`config.mk`:
```
export PLATFORM = sky130hd
export DESIGN_NAME = priority_irq_ctrl_flat
export DESIGN_NICKNAME = d
export VERILOG_FILES = /design/src/rtl/priority_irq_ctrl_if.sv /design/src/rtl/priority_irq_ctrl.sv /design/src/flat_wrapper.sv
export SDC_FILE = /design/constraint.sdc
export NUM_CORES = 1
export LEC_CHECK = 0
export ABC_AREA = 1
export BUFFER_PORTS_ARGS = -buffer_cell sky130_fd_sc_hd__buf_4
export CAP_MARGIN = 40
export CORE_MARGIN = 8
export CORE_UTILIZATION = 45
export DETAILED_ROUTE_END_ITERATION = 6
export PLACE_DENSITY = 0.74
export SYNTH_ARGS = -nofsm -noshare
export SYNTH_HDL_FRONTEND = slang
export SYNTH_SLANG_ARGS = --single-unit
```
`constraint.sdc`:
```
create_clock -name clk -period 1.1 [get_ports clk]
set_input_delay 0.055 -clock clk [delete_from_list [all_inputs] [get_ports clk]]
set_output_delay 0.055 -clock clk [all_outputs]
set_load 0.005 [all_outputs]
```
`src/rtl/priority_irq_ctrl_if.sv`:
```
// Request/acknowledge bundle between an interrupt source block and the priority controller.
// The master side drives requests, masks and acknowledges; the slave side presents the selected index.
interface priority_irq_ctrl_if #(
  parameter int N    = 8,
  parameter int ID_W = $clog2(N)
);
  logic [N-1:0]    req;
  logic [N-1:0]    mask;
  logic            irq_ack;
  logic            irq_valid;
  logic [ID_W-1:0] irq_id;
  logic [N-1:0]    pending;

  modport master (
    output req, mask, irq_ack,
    input  irq_valid, irq_id, pending
  );

  modport slave (
    input  req, mask, irq_ack,
    output irq_valid, irq_id, pending
  );
endinterface

```
`src/rtl/priority_irq_ctrl.sv`:
```
// Edge-capturing interrupt controller: posts requests on rising req edges and presents one index at a time.
// Selection is fixed priority (highest index) or round-robin starting after the last acknowledged channel.
module priority_irq_ctrl #(
  parameter int N       = 8,
  parameter int ID_W    = $clog2(N),
  parameter int RR_MODE = 0
) (
  input logic                 clk,
  input logic                 rst_n,
  priority_irq_ctrl_if.slave  bus
);

  logic [N-1:0]    req_d_q, req_d_d;
  logic [N-1:0]    pending_q, pending_d;
  logic            irq_valid_q, irq_valid_d;
  logic [ID_W-1:0] irq_id_q, irq_id_d;
  logic [ID_W-1:0] ptr_q, ptr_d;

  logic [N-1:0]    rise;
  logic [N-1:0]    cand;
  logic [ID_W-1:0] sel_id;
  logic            sel_found;
  int              rr_idx;
  logic            ack_fire;

  assign rise     = bus.req & ~req_d_q;
  assign cand     = pending_q & ~bus.mask;
  assign ack_fire = irq_valid_q & bus.irq_ack;

  // Round-robin walks ptr+1 upward with an explicit modulo so non-power-of-two N wraps to 0.
  always_comb begin
    sel_id    = '0;
    sel_found = 1'b0;
    rr_idx    = 0;
    if (RR_MODE != 0) begin
      for (int k = 1; k <= N; k++) begin
        rr_idx = (int'(ptr_q) + k) % N;
        if (!sel_found && cand[rr_idx]) begin
          sel_found = 1'b1;
          sel_id    = ID_W'(rr_idx);
        end
      end
    end else begin
      for (int i = 0; i < N; i++) begin
        if (cand[i]) begin
          sel_found = 1'b1;
          sel_id    = ID_W'(i);
        end
      end
    end
  end

  always_comb begin
    req_d_d     = bus.req;
    pending_d   = pending_q;
    irq_valid_d = irq_valid_q;
    irq_id_d    = irq_id_q;
    ptr_d       = ptr_q;

    // Clear before set so a fresh edge on the acknowledged channel survives.
    if (ack_fire) begin
      pending_d[irq_id_q] = 1'b0;
      irq_valid_d         = 1'b0;
      if (RR_MODE != 0) begin
        ptr_d = irq_id_q;
      end
    end else if (!irq_valid_q && sel_found) begin
      irq_valid_d = 1'b1;
      irq_id_d    = sel_id;
    end
    pending_d = pending_d | rise;
  end

  always_ff @(posedge clk or negedge rst_n) begin
    if (!rst_n) begin
      req_d_q     <= '0;
      pending_q   <= '0;
      irq_valid_q <= 1'b0;
      irq_id_q    <= '0;
      ptr_q       <= ID_W'(N - 1);
    end else begin
      req_d_q     <= req_d_d;
      pending_q   <= pending_d;
      irq_valid_q <= irq_valid_d;
      irq_id_q    <= irq_id_d;
      ptr_q       <= ptr_d;
    end
  end

  assign bus.irq_valid = irq_valid_q;
  assign bus.irq_id    = irq_id_q;
  assign bus.pending   = pending_q;

endmodule

```
`src/flat_wrapper.sv`:
```
// flat-port wrapper written by rule: the top's interface ports become plain ports
module priority_irq_ctrl_flat 
#(
  parameter int N       = 8,
  parameter int ID_W    = $clog2(N),
  parameter int RR_MODE = 0
)
  (clk, rst_n, bus_req, bus_mask, bus_irq_ack, bus_irq_valid, bus_irq_id, bus_pending);
  priority_irq_ctrl_if #(.N(N), .ID_W(ID_W)) bus_i ();
  input logic clk;
  input logic rst_n;
  input wire logic [$bits(bus_i.req)-1:0] bus_req;
  input wire logic [$bits(bus_i.mask)-1:0] bus_mask;
  input wire logic [$bits(bus_i.irq_ack)-1:0] bus_irq_ack;
  output wire logic [$bits(bus_i.irq_valid)-1:0] bus_irq_valid;
  output wire logic [$bits(bus_i.irq_id)-1:0] bus_irq_id;
  output wire logic [$bits(bus_i.pending)-1:0] bus_pending;
  assign bus_i.req = bus_req;
  assign bus_i.mask = bus_mask;
  assign bus_i.irq_ack = bus_irq_ack;
  assign bus_irq_valid = bus_i.irq_valid;
  assign bus_irq_id = bus_i.irq_id;
  assign bus_pending = bus_i.pending;
  priority_irq_ctrl #(.N(N), .ID_W(ID_W), .RR_MODE(RR_MODE)) u_core (.clk(clk), .rst_n(rst_n), .bus(bus_i));
endmodule
```
==> out/qor.yml, run 1 <==
maxSlewViolCount: 0
crit_buf_inv: 1
area_growth_pct: 54.14
grtUsageMet3_pct: 3.037
utilization_pct: 74.28
fillCellCount: 142
layout_common_cells: "buf_4, dfrtp_1, inv_1, nand2_1, o21ai_0"
wire_per_inst_um: 12.42
ioPinCount: 31
coreArea_um2: 1727
routed_wirelength_um: 2086
grt_max_degree: 21
holdCritPathClass: "input pin to register"
grt_overflow: 0
root_buffer: "clkbuf_4"
first_pass_iters: 4
critical-path-top-delay-family: "simple AND/OR/NAND/NOR gates"
setup_viol: 3
fin_cells: 168
rsz0062_at_grt: "yes"
drive_gt1_share_pct: 35.66
met1_usage_pct: 12.71
clk-insertion-delay-late_ns: 0.29
grt_usage_pct: 12.19
synth_top_cell_by_area: "dfrtp_1"
hpwl_um: 1487
setup_slack_ns: -0.03624
cts.path.max_buffers: 2
clk_pin_slew_worst_paths_ns: 0.11
synth_nets: 111
grt_use_met2_pct: 22.43
cp.arrival_ns: 1.36
p_per_area_nw_per_um2: 2008
fin_nets: 164
synth.avg_cell_area_um2: 9.044
synth_top_cells_by_area: "dfrtp_1, o21ai_0, inv_1"
h-tree-depth: 1
antennaDiodeCount: 0
static-leakage-power_nw: 0.6711
route.detailed.drc: 0
fin_worst_skew_ns: 0.001958
rows: 15
cp_cell_sequence: "inv_1, nor2_1, nor3_4, nand2_1, nand2_2, nand2_1, o21ai_0"
period_share_pct: 103.3
synth_seq_cells: 20
max_cap_viol_count: 0
ys_seq_area_share_pct: 60.15
die_area_um2: 3481
finalCriticalPeriod_ns: 1.136
grt_pass1_vias: 777
cpMostUsedCell: "nand2_1"
cts-buffers-inserted: 3
die_h_um: 59
top_usage_layer: "met2"
hold_viol: 0
synth_cell_types: 13
worstPathMaxFanout: 6
place_ws_ns: 0.0003150
slew_headroom_pct: 82.85
path_class: "register to register"
grt_pass1_wl_um: 3284
die_x_um: 59
slowest_delay_ns: 0.40
dp.cells: 147
yosysWarnings: 0
violations: "negative setup slack"
fmax_mhz: 880.1
final_common_cell: "buf_4"
initial_core_util_pct: 48.19
crit_slowest_cell: "dfrtp_1"
vias: 760
worst-slew-pin-transition_ns: 0.2573
clock-sinks: 20
drt.antenna.violating_nets: 0
peakVddDrop_uv: 1306
syn_inst: 92
worstPathRequired_ns: 1.32
start_kind: "register"
viasPerCell: 4.524
outcome: "finished with violations"
netlist_area_um2: 832.0
cts_tree: "built"
drtIter0Drc: 11
antenna_found_initial: 0
worstSetupEndpointType: "register"
place.gp.congestion: 0.7711
io_buffers: 30
synth_top_area_share_pct: 60.15
final timing paths:
path | start | end | slack [ns] | cells past startpoint
min reg2reg | u_core.req_d_q[0] | u_core.bus.pending[0] | 0.42 | 1
max | u_core.bus.pending[0] | u_core.bus.irq_id[2] | -0.04 | 7
min | bus_mask[7] | u_core.bus.irq_id[0] | 0.10 | 6
max in group asynchronous | rst_n | u_core.bus.pending[7] | 0.73 | 2
min in group asynchronous | rst_n | u_core.req_d_q[1] | 0.16 | 2
max reg2reg | u_core.bus.pending[0] | u_core.bus.irq_id[2] | -0.04 | 7
report_power, final:
| part | switching [mW] | total, mW | internal, mW |
|---|---|---|---|
| Clock | 0.213 | 0.340 | 0.127 |
| Combinational | 0.528 | 1.12 | 0.594 |
| Sequential | 0.179 | 1.11 | 0.933 |
| Total | 0.920 | 2.57 | 1.65 |
metal layers:
layer / vias up / share of wire, %
met5: - / 0
met4: 0 / 0.43
met3: 2 / 4.6
met2: 15 / 54
met1: 358 / 41
li1: 385 / -
registers in the layout, summed over array words and instances (netlist names):
| register | flops |
|---|---|
| u_core.bus.pending | 8 |
| u_core.req_d_q | 8 |
| u_core.bus.irq_id | 3 |
| u_core.bus.irq_valid | 1 |
repair_timing:
item | 4_1_cts | 5_1_grt
setup buffers | 5 | 3
resized for setup | 0 | 7
endpoints found under the setup margin | 3 | 9
hold buffers | 10 | 0
pin swaps | 0 | 4
hold endpoints to repair | 29 | 0
through the flow:
step / hold WS (ns) / TNS [ns] / power [mW] / instance area (um^2)
3_3_place_gp: -0.05784 / 0 / 2.002 / 1089
6_report: 0.1033 / -0.06553 / 2.575 / 1282
3_5_place_dp: -0.05498 / 0 / 2.037 / 1089
5_1_grt: 0.1564 / -0.4594 / 2.749 / 1282
2_1_floorplan: -0.2406 / 0 / 1.534 / 832.0
4_1_cts: 0.1041 / -0.02346 / 2.466 / 1249
synth_stat cells, drive strengths merged:
| library cell | number |
|---|---|
| dfrtp | 20 |
| a31oi | 1 |
| nand2 | 26 |
| nand3 | 1 |
| inv | 19 |
| nor2 | 3 |
| o21ai | 19 |
| a21oi | 1 |
| nor3 | 1 |
| nand3b | 1 |
cell type report:
class / instances / area (um^2) / area share, %
tap: 25 / 31.28 / 2.439
timing repair buffer: 48 / 385.4 / 30.05
sequential: 20 / 500.5 / 39.02
inverter: 19 / 71.32 / 5.561
multi-input combinational: 53 / 271.5 / 21.17
clock buffer: 3 / 22.52 / 1.756
worst reg2reg max path, stage by stage (launching register included):
cell and delay [ns]:
dfrtp_1 0.40, inv_1 0.06, nor2_1 0.06, nor3_4 0.19
nand2_1 0.09, nand2_2 0.11, nand2_1 0.08, o21ai_0 0.08
cells by family after synthesis:
| kind of cell | synth area share (%) |
|---|---|
| compound gates | 12.78 |
| buf+inv | 8.572 |
| flops | 60.15 |
| simple gates | 18.50 |
(Power assumes the default switching activity.)
==> run 2: changes to the inputs <==
--- a/config.mk
+++ b/config.mk
@@ -6,12 +6,11 @@
 export NUM_CORES = 1
 export LEC_CHECK = 0
 export ABC_AREA = 1
-export BUFFER_PORTS_ARGS = -buffer_cell sky130_fd_sc_hd__buf_4
 export CAP_MARGIN = 40
 export CORE_MARGIN = 8
 export CORE_UTILIZATION = 45
 export DETAILED_ROUTE_END_ITERATION = 6
-export PLACE_DENSITY = 0.74
+export DONT_BUFFER_PORTS = 1
 export SYNTH_ARGS = -nofsm -noshare
 export SYNTH_HDL_FRONTEND = slang
 export SYNTH_SLANG_ARGS = --single-unit
==> run 2 against run 1 <==
Compared with the run above:
- the flow now finishes without violations
- first-iteration DRC count down 27%
- clock power increased by 78%
- global-route usage grew 0.13 points
- hold slack worse by 0.092 ns
- largest cell class unchanged
- highest routed layer unchanged
==> out/qor.yml, run 2 (synthesis results as in run 1) <==
rows: 15  # unchanged
cpMostUsedCell: "nand2_2"
holdCritPathClass: "input pin to register"
crit_start: "u_core.bus.pending[4]"
dp.cells: 129  # -12%
start_kind: "register"
finalCriticalPeriod_ns: 1.090  # -0.04600 ns
die_area_um2: 3481  # unchanged
tns_ns: 0  # +0.06553 ns
peakVddDrop_uv: 1404  # +7.5%
p_per_area_nw_per_um2: 2335  # +16%
ioPinCount: 31  # unchanged
hold_viol: 0  # unchanged
max_cap_viol_count: 0  # unchanged
clockPowerShare_pct: 22.7  # +9.5 points
fin_worst_skew_ns: 0.003543  # +0.001585 ns
cp.arrival_ns: 1.33  # -0.03 ns
setup_viol: 0  # -3
seqPwrFrac_pct: 40.6  # -2.6 points
first_pass_iters: 3  # -1
rrSetupSlack_ns: 0.01  # +0.05 ns
fillCellCount: 165  # +16%
cts-buffers-inserted: 3  # unchanged
reg2reg_depth: 7  # unchanged
grt_pass1_wl_um: 3229  # -1.7%
cp_cell_sequence: "nand2_2, nand2_2, nor2_2, nand2_1, nand2_2, nand2_1, o21ai_0"
vias: 668  # -12%
worstReg2RegStart: "u_core.bus.pending[4]"
drtIter0Drc: 8  # -3
worst-slew-pin-transition_ns: 0.4636  # +0.2063 ns
power.share.switching_pct: 33.61  # -2.1 points
p_sw_mw: 0.8994  # -2.2%
grt_max_degree: 21  # unchanged
finalPower_mw: 2.676  # +3.9%
r2r_end: "u_core.bus.irq_id[2]"
clk_pin_slew_worst_paths_ns: 0.12  # about the same
worstSetupEndpointType: "register"
final_common_cell: "dfrtp_1"
pwr-share-comb_pct: 36.8  # -6.8 points
die_x_um: 59  # unchanged
finish.instance_area_um2: 1146  # -11%
grt_overflow: 0  # unchanged
fmax_mhz: 917.2  # +4.2%
multi_input_area_um2: 274.0  # +0.92%
maxSlewViolCount: 0  # unchanged
p_int_mw: 1.776  # +7.4%
clk-insertion-delay-late_ns: 0.31  # +0.02 ns
fin_cells: 146  # -13%
rsz0062_at_grt: "yes"
setup_slack_ns: 0.009752  # +0.04600 ns
clock-sinks: 20  # unchanged
slew_headroom_pct: 68.99  # -14 points
drt.antenna.violating_nets: 0  # unchanged
routed_wirelength_um: 1889  # -9.4%
die_h_um: 59  # unchanged
grt_pass1_vias: 706  # -9.1%
worstPathMaxFanout: 6  # unchanged
worst_hold_slack_ns: 0.01122  # -0.09208 ns
area_growth_pct: 37.74
place_area_um2: 953.4  # -12%
period_share_pct: 99.11  # -4.2 points
place_ws_ns: 0.01691  # +0.01659 ns
antenna_found_initial: 0  # unchanged
viasPerCell: 4.575  # +1.1%
register_area_um2: 500.5  # unchanged
static-leakage-power_nw: 0.5752  # -14%
wire_per_inst_um: 12.94  # +4.2%
route.detailed.drc: 0  # unchanged
fin_nets: 141  # -14%
slowest_delay_ns: 0.41  # about the same
outcome: "finished clean"
grt_usage_pct: 12.31  # +0.13 points
antennaDiodeCount: 0  # unchanged
crit_slowest_cell: "dfrtp_1"
hpwl_um: 1384  # -6.9%
drive_gt1_share_pct: 25.62  # -10 points
cts_tree: "built"
coreArea_um2: 1727  # unchanged
root_buffer: "clkbuf_4"
crit_end: "u_core.bus.irq_id[2]"
io_buffers: 0  # -100%
place.gp.congestion: 0.7622  # -1.2%
utilization_pct: 66.38  # -7.9 points
worstPathRequired_ns: 1.34  # +0.02 ns
cts.path.max_buffers: 2  # unchanged
layout_common_cells: "dfrtp_1, inv_1, nand2_1, buf_4"
h-tree-depth: 1  # unchanged
initial_core_util_pct: 48.19  # unchanged
path_class: "register to register"
[run 2: cell count changes in the layout (fill, tap and decap cells not counted), moves of 2 or more]
cell     delta
buf_4      -24
o21ai_0     -4
nand2_2     +2
o21ai_1     +4
[run 2: worst max-delay path: cells and delay by family, from the launching register on]
| family | cells | cell delay (ns) |
|---|---|---|
| flops | 1 | 0.41 |
| simple gates | 6 | 0.56 |
| compound gates | 1 | 0.06 |
[run 2: how the worst min path moves through the flow]
stage                 from               endpoint  slack [ns]  depth (start not counted)
2_1_floorplan        rst_n   u_core.bus.irq_id[0]       -0.24                          0
3_3_place_gp         rst_n      u_core.req_d_q[3]       -0.24                          0
3_5_place_dp         rst_n      u_core.req_d_q[3]       -0.24                          0
4_1_cts        bus_mask[7]   u_core.bus.irq_id[0]        0.01                          5
5_1_grt        bus_irq_ack  u_core.bus.pending[1]        0.03                          3
6_report       bus_mask[7]   u_core.bus.irq_id[0]        0.01                          5
[run 2: area by class of cell]
type                    count  area share [%]
clock buffers               3           1.965
repair buffers             25           18.89
inverters                  19           6.223
flip-flops and latches     20           43.67
well taps                  25           2.729
clock inverters             1           2.620
multi-input cells          53           23.91
[run 2: timing repair]
item,CTS,global route
endpoints found under the hold margin,37,0
endpoints found under the setup margin,2,9
pin swaps,0,5
hold buffers,10,0
setup buffers,1,1
resized for setup,1,11
[run 2: power by group through the flow]
stage                     registers (mW)  logic [mW]  clock network (mW)
after detailed placement            1.09       0.873                   0
after floorplan                     1.12       0.415                   0
after global routing                1.12        1.12               0.641
after global placement              1.09       0.864                   0
after CTS                           1.07       0.952               0.616
final                               1.09       0.984               0.606
[run 2: layer usage]
metal  vias up  part of all wire, %  wire length (um)  global-route usage (%)
li1        346                    -                 -                       -
met1       301                   41               767                   12.82
met2        19                   48               908                   20.40
met3         2                   10               195                   6.941
met4         0                 0.95                18                   4.096
met5         -                    0                 0                       0
==> run 3: changes to the inputs <==
==> constraint.sdc (replaced) <==
create_clock -name clk -period 1 [get_ports clk]
set_input_delay 0.05 -clock clk [delete_from_list [all_inputs] [get_ports clk]]
set_output_delay 0.05 -clock clk [all_outputs]
set_load 0.005 [all_outputs]
==> run 3 against run 2 <==
Compared with the run above:
- the flow now finishes with violations (negative setup slack)
- combinational power is 22% higher
- fmax increased by 2.3%
- highest routed layer unchanged
- sequential power rose by 11%
- via count grew 0.90%
==> out/qor.yml, run 3 (synthesis results as in run 1) <==
viasPerCell: 4.464  # -2.4%
holdCritPathClass: "input pin to register"
grt_pass1_wl_um: 3146  # -2.6%
area_growth_pct: 41.50
initial_core_util_pct: 48.19  # unchanged
violations: "negative setup slack"
die_area_um2: 3481  # unchanged
worstSetupEndpointType: "register"
layout_common_cells: "dfrtp_1, nand2_1, inv_1, buf_4, o21ai_1"
ioPinCount: 31  # unchanged
place_area_um2: 998.5  # +4.7%
p_per_area_nw_per_um2: 2356  # +0.89%
die_x_um: 59  # unchanged
finish.instance_area_um2: 1177  # +2.7%
cts.path.max_buffers: 2  # unchanged
setup_slack_ns: -0.06612  # -0.07587 ns
start_kind: "register"
final_common_cell: "dfrtp_1"
finalCriticalPeriod_ns: 1.066  # -0.02413 ns
rows: 15  # unchanged
max_cap_viol_count: 0  # unchanged
cts_tree: "built"
drive_gt1_share_pct: 27.78  # +2.2 points
power.share.switching_pct: 35.13  # +1.5 points
worstPathRequired_ns: 1.18  # -0.16 ns
clock-sinks: 20  # unchanged
cp.arrival_ns: 1.25  # -0.08 ns
hpwl_um: 1437  # +3.8%
antennaDiodeCount: 0  # unchanged
slew_headroom_pct: 85.46  # +16 points
fin_cells: 151  # +3.4%
coreArea_um2: 1727  # unchanged
pwr-share-comb_pct: 43.3  # +6.5 points
hold_viol: 0  # unchanged
grt_max_degree: 21  # unchanged
clockPowerShare_pct: 13.2  # -9.5 points
fin_nets: 147  # +4.3%
seqPwrFrac_pct: 43.5  # +2.9 points
antenna_found_initial: 0  # unchanged
period_share_pct: 106.6  # +7.5 points
grt_pass1_vias: 682  # -3.4%
drt.antenna.violating_nets: 0  # unchanged
worst-slew-pin-transition_ns: 0.2175  # -0.2461 ns
path_class: "register to register"
utilization_pct: 68.19  # +1.8 points
rsz0062_at_grt: "yes"
worst_hold_slack_ns: 0.01315  # +0.001938 ns
wire_per_inst_um: 12.71  # -1.8%
p_int_mw: 1.799  # +1.3%
io_buffers: 0  # unchanged
die_h_um: 59  # unchanged
fmax_mhz: 938.0  # +2.3%
routed_wirelength_um: 1919  # +1.6%
setup_viol: 9  # +9
first_pass_iters: 3  # unchanged
vias: 674  # +0.90%
place.gp.congestion: 0.7604  # -0.24%
h-tree-depth: 1  # unchanged
drtIter0Drc: 12  # +4
fin_worst_skew_ns: 0.007542  # +0.003999 ns
clk_pin_slew_worst_paths_ns: 0.11  # about the same
route.detailed.drc: 0  # unchanged
static-leakage-power_nw: 0.5909  # +2.7%
dp.cells: 135  # +4.7%
root_buffer: "clkbuf_4"
outcome: "finished with violations"
grt_usage_pct: 11.85  # -0.46 points
maxSlewViolCount: 0  # unchanged
peakVddDrop_uv: 1439  # +2.5%
grt_overflow: 0  # unchanged
worstPathMaxFanout: 4  # -2
cts-buffers-inserted: 3  # unchanged
p_sw_mw: 0.9744  # +8.3%
clk-insertion-delay-late_ns: 0.30  # about the same
-- run 3: cell count changes in the layout (fill, tap and decap cells not counted), sizes merged --
cell	previous run	this run
dlygate4sd3	10	11
bufinv	1	0
buf	15	20
-- run 3: final cells by class --
| class | count | area [um^2] |
|---|---|---|
| fill | 166 | 549.3 |
| sequential | 20 | 500.5 |
| multi-input combinational | 53 | 276.5 |
| timing repair buffer | 31 | 275.3 |
| inverter | 19 | 71.32 |
| tap | 25 | 31.28 |
| clock buffer | 3 | 22.52 |
-- run 3: worst paths after layout --
| check | from | slack [ns] | endpoint | depth (start not counted) |
|---|---|---|---|---|
| min reg2reg | u_core.req_d_q[6] | 0.41 | u_core.bus.pending[6] | 1 |
| min in group asynchronous | rst_n | 0.52 | u_core.bus.irq_id[2] | 2 |
| max | u_core.bus.irq_id[0] | -0.07 | u_core.bus.pending[0] | 3 |
| min | bus_mask[7] | 0.01 | u_core.bus.irq_id[0] | 5 |
| max reg2reg | u_core.bus.irq_id[0] | -0.07 | u_core.bus.pending[0] | 3 |
| max in group asynchronous | rst_n | 0.13 | u_core.bus.pending[4] | 3 |
-- run 3: critical path: stages (launching register included) --
cell and delay, ns:
dfrtp_1 0.43, nand3b_1 0.28, o21ai_1 0.16, o21ai_1 0.08
-- run 3: through the flow --
stage | worst slack, ns | TNS (ns) | power, mW
2_1_floorplan | -0.01303 | -0.01875 | 1.688
3_3_place_gp | -0.08277 | -0.3610 | 2.252
3_5_place_dp | -0.09121 | -0.4800 | 2.270
4_1_cts | -0.07783 | -0.5381 | 2.778
5_1_grt | -0.2034 | -1.328 | 3.000
6_report | -0.06612 | -0.4949 | 2.774
-- run 3: routing by layer --
layer | GRT usage (%) | share of wire [%] | vias up
met5 | 0 | 0 | -
met4 | 5.119 | 1.8 | 0
met3 | 5.423 | 8.9 | 5
met2 | 18.69 | 48 | 18
met1 | 13.44 | 42 | 299
li1 | - | - | 352
-- run 3: power by group through the flow --
stage | Clock, mW | Sequential (mW) | Combinational (mW)
floorplan | 0 | 1.23 | 0.457
global placement | 0 | 1.20 | 1.05
detailed placement | 0 | 1.21 | 1.06
CTS | 0.380 | 1.20 | 1.20
global route | 0.406 | 1.23 | 1.36
finish | 0.367 | 1.21 | 1.20
-- run 3: timing repair --
item / CTS / global route
gates resized for setup: 13 / 4
setup endpoints to repair: 13 / 12
endpoints found under the hold margin: 37 / 1
hold buffers: 10 / 1
pin swaps: 4 / 5
buffers inserted: 1 / 0
